$ cat src/rtl/program_loader.sv
// Boot loader: packs a big-endian byte stream into 32-bit words, writes them to instruction memory,
// and holds the core in reset until the image is in. Optional build macro: PROGRAM_LOADER_CHECKSUM_EN.
module program_loader #(
  parameter int ADDR_WIDTH = 8,
  parameter int BASE_ADDR  = 0
) (
  input  logic                  clk_i,
  input  logic                  rst_ni,
  input  logic                  start_i,
  input  logic                  in_valid_i,
  input  logic [7:0]            in_data_i,
  output logic                  in_ready_o,
  output logic                  imem_we_o,
  output logic [ADDR_WIDTH-1:0] imem_addr_o,
  output logic [31:0]           imem_wdata_o,
  output logic                  cpu_reset_o,
  output logic                  busy_o,
  output logic                  done_o,
  output logic                  error_o,
  output logic [15:0]           words_loaded_o
);

  typedef enum logic [2:0] {
    S_IDLE,
    S_LEN_HI,
    S_LEN_LO,
    S_DATA,
    S_WRITE,
    S_DONE,
    S_ERROR
`ifdef PROGRAM_LOADER_CHECKSUM_EN
    , S_CHECK
`endif
  } state_e;

  localparam logic [ADDR_WIDTH-1:0] BASE     = ADDR_WIDTH'(BASE_ADDR);
  localparam logic [16:0]           CAPACITY = 17'((1 << ADDR_WIDTH) - BASE_ADDR);

  state_e                  state_q, state_d;
  logic [15:0]             n_q, n_d;
  logic [1:0]              cnt_q, cnt_d;
  logic [31:0]             word_q, word_d;
  logic [ADDR_WIDTH-1:0]   addr_q, addr_d;
  logic [15:0]             words_q, words_d;
  logic [15:0]             len_full;
  logic                    accept;
  logic                    in_ready;

`ifdef PROGRAM_LOADER_CHECKSUM_EN
  logic [7:0]              xor_q, xor_d;
  localparam state_e       S_TAIL = S_CHECK;
`else
  localparam state_e       S_TAIL = S_DONE;
`endif

  // in_ready is a pure state decode so in_valid never reaches an output combinationally.
  always_comb begin
    in_ready = (state_q == S_LEN_HI) || (state_q == S_LEN_LO) || (state_q == S_DATA);
`ifdef PROGRAM_LOADER_CHECKSUM_EN
    if (state_q == S_CHECK) in_ready = 1'b1;
`endif
  end

  assign accept   = in_valid_i & in_ready;
  assign len_full = {n_q[15:8], in_data_i};

  always_ff @(posedge clk_i or negedge rst_ni) begin
    if (!rst_ni) begin
      state_q <= S_IDLE;
      n_q     <= '0;
      cnt_q   <= '0;
      word_q  <= '0;
      addr_q  <= BASE;
      words_q <= '0;
`ifdef PROGRAM_LOADER_CHECKSUM_EN
      xor_q   <= '0;
`endif
    end else begin
      state_q <= state_d;
      n_q     <= n_d;
      cnt_q   <= cnt_d;
      word_q  <= word_d;
      addr_q  <= addr_d;
      words_q <= words_d;
`ifdef PROGRAM_LOADER_CHECKSUM_EN
      xor_q   <= xor_d;
`endif
    end
  end

  always_comb begin
    state_d = state_q;
    n_d     = n_q;
    cnt_d   = cnt_q;
    word_d  = word_q;
    addr_d  = addr_q;
    words_d = words_q;
`ifdef PROGRAM_LOADER_CHECKSUM_EN
    xor_d   = xor_q;
    if (accept && state_q != S_CHECK) xor_d = xor_q ^ in_data_i;
`endif

    case (state_q)
      S_IDLE, S_DONE, S_ERROR: begin
        if (start_i) begin
          state_d = S_LEN_HI;
          cnt_d   = '0;
          addr_d  = BASE;
          words_d = '0;
`ifdef PROGRAM_LOADER_CHECKSUM_EN
          xor_d   = '0;
`endif
        end
      end
      S_LEN_HI: begin
        if (accept) begin
          n_d     = {in_data_i, 8'h00};
          state_d = S_LEN_LO;
        end
      end
      S_LEN_LO: begin
        if (accept) begin
          n_d = len_full;
          if (len_full == 16'd0)                  state_d = S_TAIL;
          else if ({1'b0, len_full} > CAPACITY)   state_d = S_ERROR;
          else                                    state_d = S_DATA;
        end
      end
      S_DATA: begin
        if (accept) begin
          word_d = {word_q[23:0], in_data_i};
          cnt_d  = cnt_q + 2'd1;
          if (cnt_q == 2'd3) state_d = S_WRITE;
        end
      end
      S_WRITE: begin
        words_d = words_q + 16'd1;
        addr_d  = addr_q + 1'b1;
        state_d = (words_q + 16'd1 == n_q) ? S_TAIL : S_DATA;
      end
`ifdef PROGRAM_LOADER_CHECKSUM_EN
      S_CHECK: begin
        if (accept) state_d = (in_data_i == xor_q) ? S_DONE : S_ERROR;
      end
`endif
      default: state_d = S_IDLE;
    endcase
  end

  assign in_ready_o     = in_ready;
  assign imem_we_o      = (state_q == S_WRITE);
  assign imem_addr_o    = addr_q;
  assign imem_wdata_o   = word_q;
  assign cpu_reset_o    = (state_q != S_DONE);
  assign busy_o         = (state_q == S_LEN_HI) || (state_q == S_LEN_LO) ||
                          (state_q == S_DATA)   || (state_q == S_WRITE);
  assign done_o         = (state_q == S_DONE);
  assign error_o        = (state_q == S_ERROR);
  assign words_loaded_o = words_q;

endmodule

$ cat config.mk
export PLATFORM = sky130hd
export DESIGN_NAME = program_loader
export DESIGN_NICKNAME = d
export VERILOG_FILES = /design/src/rtl/program_loader.sv
export SDC_FILE = /design/constraint.sdc
export NUM_CORES = 1
export LEC_CHECK = 0
export ABC_AREA = 1
export CAP_MARGIN = 40
export CORE_MARGIN = 3
export CORE_UTILIZATION = 30
export CTS_CLUSTER_SIZE = 8
export DETAILED_ROUTE_END_ITERATION = 10
export PLACE_DENSITY_LB_ADDON = 0.08
export SLEW_MARGIN = 20
export SYNTH_ARGS = -nofsm -noshare
export SYNTH_HDL_FRONTEND = slang
export SYNTH_SLANG_ARGS = --single-unit
export TNS_END_PERCENT = 100
$ cat constraint.sdc
create_clock -name clk_i -period 1.8 [get_ports clk_i]
set_clock_uncertainty 0.1 [all_clocks]
set_input_delay 0.45 -clock clk_i [delete_from_list [all_inputs] [get_ports clk_i]]
set_output_delay 0.45 -clock clk_i [all_outputs]
set_load 0.01 [all_outputs]
==> results.json, run 1 <==
{
  "status": "finished, violations left",
  "failed_checks": "negative setup slack",
  "syn_avg_cell_area_um2": 8.14,
  "cts_buffer_depth": 2,
  "fin_crit_ns": 2.02,
  "dieArea_um2": 14500,
  "yosys.area.top_type": "dfrtp_1",
  "diodes": 0,
  "reg2reg_setup_slack_ns": -0.22,
  "timing.hold.ws_ns": 0.387,
  "dpl_cell_area_um2": 5430,
  "drv_cap": 0,
  "vias": 4007,
  "drt_iter0_markers": 218,
  "startpoint_type": "register",
  "synth_top_area_share_pct": 49.0,
  "synthesis.nets": 498,
  "synthFlopType": "dfrtp_1",
  "clk_latency_ns": 0.35,
  "wl_per_cell_um": 14.9,
  "critPathCaptureType": "register",
  "synthSimpleGateAreaFrac_pct": 26.2,
  "utilization_pct": 52.5,
  "ys_ff_latch": 77,
  "nNetsFinal": 686,
  "crit_path_max_fanout": 5,
  "dr.pass1.iters": 4,
  "multi_input_area_um2": 2160,
  "htree_levels": 3,
  "fillers": 1247,
  "yosysWarnings": 0,
  "synth_top_family_by_area": "simple AND/OR/NAND/NOR gates",
  "dp.final_hpwl_mm": 8.36,
  "avgViaCountPerCell": 4.73,
  "synth_mux_area_share_pct": 2.29,
  "synth-compound-area-share_pct": 11.1,
  "slew_headroom_pct": 70.7,
  "required_ns": 1.94,
  "maxSlewViolCount": 0,
  "finalHoldViolCount": 0,
  "pwr_density_cell_nw_per_um2": 1350,
  "yosysUniqueCellTypes": 32,
  "async_reset_ff_share_pct": 100,
  "cts_tree": "yes",
  "routed_wl_mm": 12.6,
  "timing.fmax_mhz": 495,
  "timing.final.ws_setup_ns": -0.222,
  "synth-edff-count": 0,
  "fin_cells": 848,
  "seqCellArea_um2": 1930,
  "min_path_type": "reg2reg",
  "drc": 0,
  "synth-xor-area-share_pct": 2.48,
  "die_x_um": 120,
  "grt_pass1_wl_mm": 19.7,
  "r2r-start": "words_loaded_o[3]",
  "placementRows": 41,
  "peakVddDrop_mv": 0.799,
  "layout.cells.most_common": "nand2_1",
  "post_synth_main_area_contributors": "dfrtp_1 49%, nand2_1 10%, inv_1 6.6%",
  "drtAntennaViolNets": 0,
  "hold_start": "cnt_q[0]",
  "antenna_found_initial": 0,
  "dp.cells": 787,
  "area_growth_pct": 69.9,
  "postLayoutCellArea_um2": 6680,
  "ff2ff_path_depth": 13,
  "overflow": 0,
  "arrival_ns": 2.16,
  "reg2reg_to": "state_q[1]",
  "power.leakage_uw": 0.00337,
  "drive_gt1_share_pct": 39.9,
  "gp_congestion": 0.834,
  "synth_area_um2": 3930,
  "grt_max_degree": 31,
  "layout_common_cells": "82 x nand2_1, 77 x buf_4, 71 x dfrtp_1",
  "cts.sinks": 77,
  "period_share_pct": 112,
  "port_buffers": 73,
  "cts-root-buf": "clkbuf_16",
  "die_h_um": 120,
  "tightest_slew_ns": 0.440,
  "rsz0062_at_grt": "yes",
  "initial_core_util_pct": 30.9,
  "grt_usage_pct": 17.2,
  "worstSetupPathType": "reg2reg",
  "finalSetupViolations": 33,
  "holdPathStages": 1,
  "clk_pin_slew_worst_paths_ns": 0.06,
  "seq_area_frac_synth_pct": 49.0,
  "syn_inst": 483,
  "first_global_vias": 3911,
  "cts_made_buffers": 9,
  "ios": 74,
  "core_um2": 12700,
  "place_ws_ns": -0.211,
  "synth-adder-area-share_pct": 0.955,
  "hold_end": "cnt_q[0]"
}
through the flow:
step / TNS (ns) / total power [µW]
after floorplan: -0.0305 / 4320
after global placement: -1.53 / 6160
after detailed placement: -1.34 / 6180
after CTS: -1.77 / 8210
after global routing: -5.39 / 9650
final: -1.39 / 9040
cell type report:
cell class,instances,area share (%)
multi-input combinational,326,32.4
sequential,77,29.0
timing repair buffer,188,27.3
inverter,69,4.01
clock buffer,10,3.43
tap,172,3.22
clock inverter,6,0.712
sequential cells by signal, summed over array words and instances, names as in the netlist:
| register | flops |
|---|---|
| imem_wdata_o | 32 |
| n_q | 16 |
| state_q | 3 |
| words_loaded_o | 16 |
| imem_addr_o | 8 |
| cnt_q | 2 |
cell usage after synthesis, types with 3 or more instances:
cell type  number
nand2_1       107
nor2_1         43
nand3_1        44
a21oi_1         9
o21ai_0        44
nand4_1        12
nor2_2          3
ha_1            3
o22ai_1        18
nand2_2         7
clkbuf_1        9
dfrtp_1        77
inv_1          69
mux2_2          8
nor2_4          4
xor2_1          6
power breakdown:
part           leakage (µW)  total, µW  switching, µW  internal [µW]
clock              0.000133       1730            785            944
sequential         0.000988       2740            434           2310
combinational       0.00225       4570           2270           2300
total               0.00337       9040           3490           5550
worst max-delay path by stage:
stage | start | end | slack (ns) | depth (start not counted)
CTS | words_loaded_o[3] | state_q[1] | -0.18 | 14
detailed placement | words_loaded_o[0] | state_q[1] | -0.21 | 14
global route | words_loaded_o[3] | state_q[1] | -0.39 | 15
finish | words_loaded_o[3] | state_q[1] | -0.22 | 13
global placement | words_loaded_o[0] | state_q[2] | -0.21 | 11
floorplan | words_loaded_o[0] | state_q[1] | -0.03 | 16
worst max-delay path, cell delays in order (launching register included):
cell and delay, ns:
dfrtp_2 0.43, clkinvlp_4 0.24, nor2_8 0.22, nand4_1 0.15, nand3_1 0.10, nand2_1 0.06, nor2_1 0.10, nand2_1 0.07
nor2_2 0.14, nand2_1 0.07, nand2_1 0.06, nand2_1 0.05, nand2_1 0.05, nand2_1 0.04
routing by layer:
layer,GRT usage (%),wire (µm)
met1,22.7,5700
met2,26.8,5970
met3,3.84,576
met4,8.29,366
met5,0,0
kinds of logic after synthesis:
group	Yosys count
xor+xnor	8
flops	77
mux	8
compound gates	79
simple gates	227
buf+inv	81
fa+ha+maj	3
timing repair:
item	in CTS	in global routing
setup buffers	22	17
hold buffers	1	0
hold endpoints to repair	28	0
resized for setup	122	157
gates cloned	2	5
pin swaps	16	27
setup endpoints to repair	71	72
Note: power is estimated with default switching activity, not from simulation.
==> run 2: changes to the inputs <==
--- a/config.mk
+++ b/config.mk
@@ -11,7 +11,7 @@
 export CORE_UTILIZATION = 30
 export CTS_CLUSTER_SIZE = 8
 export DETAILED_ROUTE_END_ITERATION = 10
-export PLACE_DENSITY_LB_ADDON = 0.08
+export PLACE_DENSITY = 0.59
 export SLEW_MARGIN = 20
 export SYNTH_ARGS = -nofsm -noshare
 export SYNTH_HDL_FRONTEND = slang
==> results.json, run 2 (synthesized netlist as in run 1, its figures left out) <==
{
  "hold_start": "imem_wdata_o[27]",
  "die_x_um": 120,
  "critPathCaptureType": "register",
  "overflow": 0,
  "period_share_pct": 108,
  "drt_iter0_markers": 113,
  "multi_input_area_um2": 1840,
  "cts_buffer_depth": 2,
  "htree_levels": 3,
  "diodes": 0,
  "antenna_found_initial": 0,
  "reg2reg_to": "state_q[0]",
  "min_path_type": "reg2reg",
  "status": "finished, violations left",
  "pwr_density_cell_nw_per_um2": 1340,
  "die_h_um": 120,
  "ff2ff_path_depth": 12,
  "crit_path_end": "state_q[0]",
  "finalHoldViolCount": 0,
  "finalSetupViolations": 26,
  "r2r-start": "state_q[1]",
  "grt_max_degree": 31,
  "timing.fmax_mhz": 513,
  "gp_congestion": 0.881,
  "vias": 3865,
  "grt_use_met3_pct": 3.04,
  "crit_start": "state_q[1]",
  "wl_per_cell_um": 14.0,
  "timing.final.ws_setup_ns": -0.151,
  "area_growth_pct": 50.0,
  "initial_core_util_pct": 30.9,
  "crit_path_max_fanout": 5,
  "drtAntennaViolNets": 0,
  "cts_made_buffers": 9,
  "seqCellArea_um2": 1930,
  "cts-root-buf": "clkbuf_16",
  "startpoint_type": "register",
  "grt_pass1_wl_mm": 18.8,
  "dp.final_hpwl_mm": 8.51,
  "first_global_vias": 3876,
  "use_met2_pct": 27.1,
  "clk_latency_ns": 0.34,
  "rsz0062_at_grt": "yes",
  "grt_usage_pct": 16.2,
  "arrival_ns": 2.06,
  "power.total_uw": 7880,
  "slew_headroom_pct": 72.7,
  "layout_common_cells": "100 x nand2_1, 76 x buf_4, 72 x dfrtp_1",
  "reg2reg_setup_slack_ns": -0.15,
  "nNetsFinal": 656,
  "largest_register_ffs": 32,
  "core_um2": 12700,
  "cts_tree": "yes",
  "avgViaCountPerCell": 4.73,
  "peakVddDrop_mv": 0.674,
  "worstSetupPathType": "reg2reg",
  "drv_cap": 0,
  "top_usage_layer": "met2",
  "tightest_slew_ns": 0.410,
  "cts.sinks": 77,
  "drc": 0,
  "grtUsageMet1_pct": 20.5,
  "routed_wl_mm": 11.5,
  "power.leakage_uw": 0.00304,
  "drive_gt1_share_pct": 25.3,
  "placementRows": 41,
  "layout.cells.most_common": "nand2_1",
  "fin_crit_ns": 1.95,
  "ios": 74,
  "port_buffers": 73,
  "dr.pass1.iters": 5,
  "clk_pin_slew_worst_paths_ns": 0.06,
  "fillers": 1289,
  "required_ns": 1.91,
  "maxSlewViolCount": 0,
  "dieArea_um2": 14500,
  "failed_checks": "negative setup slack",
  "timing.hold.ws_ns": 0.385
}
-- run 2: timing repair --
action / in CTS / in global routing
endpoints found under the hold margin: 26 / 0
endpoints found under the setup margin: 54 / 77
hold buffers: 1 / 0
pin swaps: 15 / 12
setup buffers: 14 / 2
gates cloned: 1 / 0
gates resized for setup: 97 / 30
-- run 2: per-layer routing --
| metal | share of wire, % | up-vias |
|---|---|---|
| met5 | 0 | - |
| met4 | 2.0 | 0 |
| met3 | 4.7 | 20 |
| met2 | 49 | 97 |
| met1 | 44 | 1849 |
| li1 | - | 1899 |
-- run 2: final cells by class --
cell class,instances,area share [%]
Timing Repair Buffer,158,23.5
Multi-Input combinational cell,326,31.1
Clock inverter,6,0.679
Tap cell,172,3.65
Inverter,69,4.43
Clock buffer,9,3.82
Sequential cell,77,32.8
-- run 2: critical path: stages, from the launching register on --
cell and delay, ns:
dfrtp_1 0.46, nor2_1 0.12, inv_1 0.08, buf_4 0.14, buf_4 0.12, buf_4 0.12
nor2_1 0.08, inv_1 0.08, nand2_1 0.08, nand2_1 0.04, and3_2 0.22, o21ai_0 0.08
o21ai_0 0.11
-- run 2: report_power, final --
group / switching (µW) / internal (µW)
logic: 1810 / 1710
registers: 410 / 2310
clock network: 720 / 925
total: 2940 / 4940
-- run 2: how the worst min path moves through the flow --
stage	depth (start not counted)	endpoint
global placement	1	words_loaded_o[11]
detailed placement	1	words_loaded_o[13]
global route	2	imem_wdata_o[25]
finish	2	imem_wdata_o[27]
CTS	2	cnt_q[1]
floorplan	0	cnt_q[0]
-- run 2: metrics by stage --
stage | utilization (%) | setup slack [ns] | setup TNS, ns | cell area (µm²) | std cells
after floorplan | - | -0.0305 | -0.0305 | 3950 | 483
after global placement | 42.3 | -0.157 | -1.22 | 5390 | 784
after detailed placement | 42.3 | -0.197 | -1.64 | 5390 | 784
after CTS | 45.4 | -0.116 | -0.635 | 5780 | 815
after global routing | 46.4 | -0.321 | -7.71 | 5900 | 817
final | 46.4 | -0.151 | -1.28 | 5900 | 817
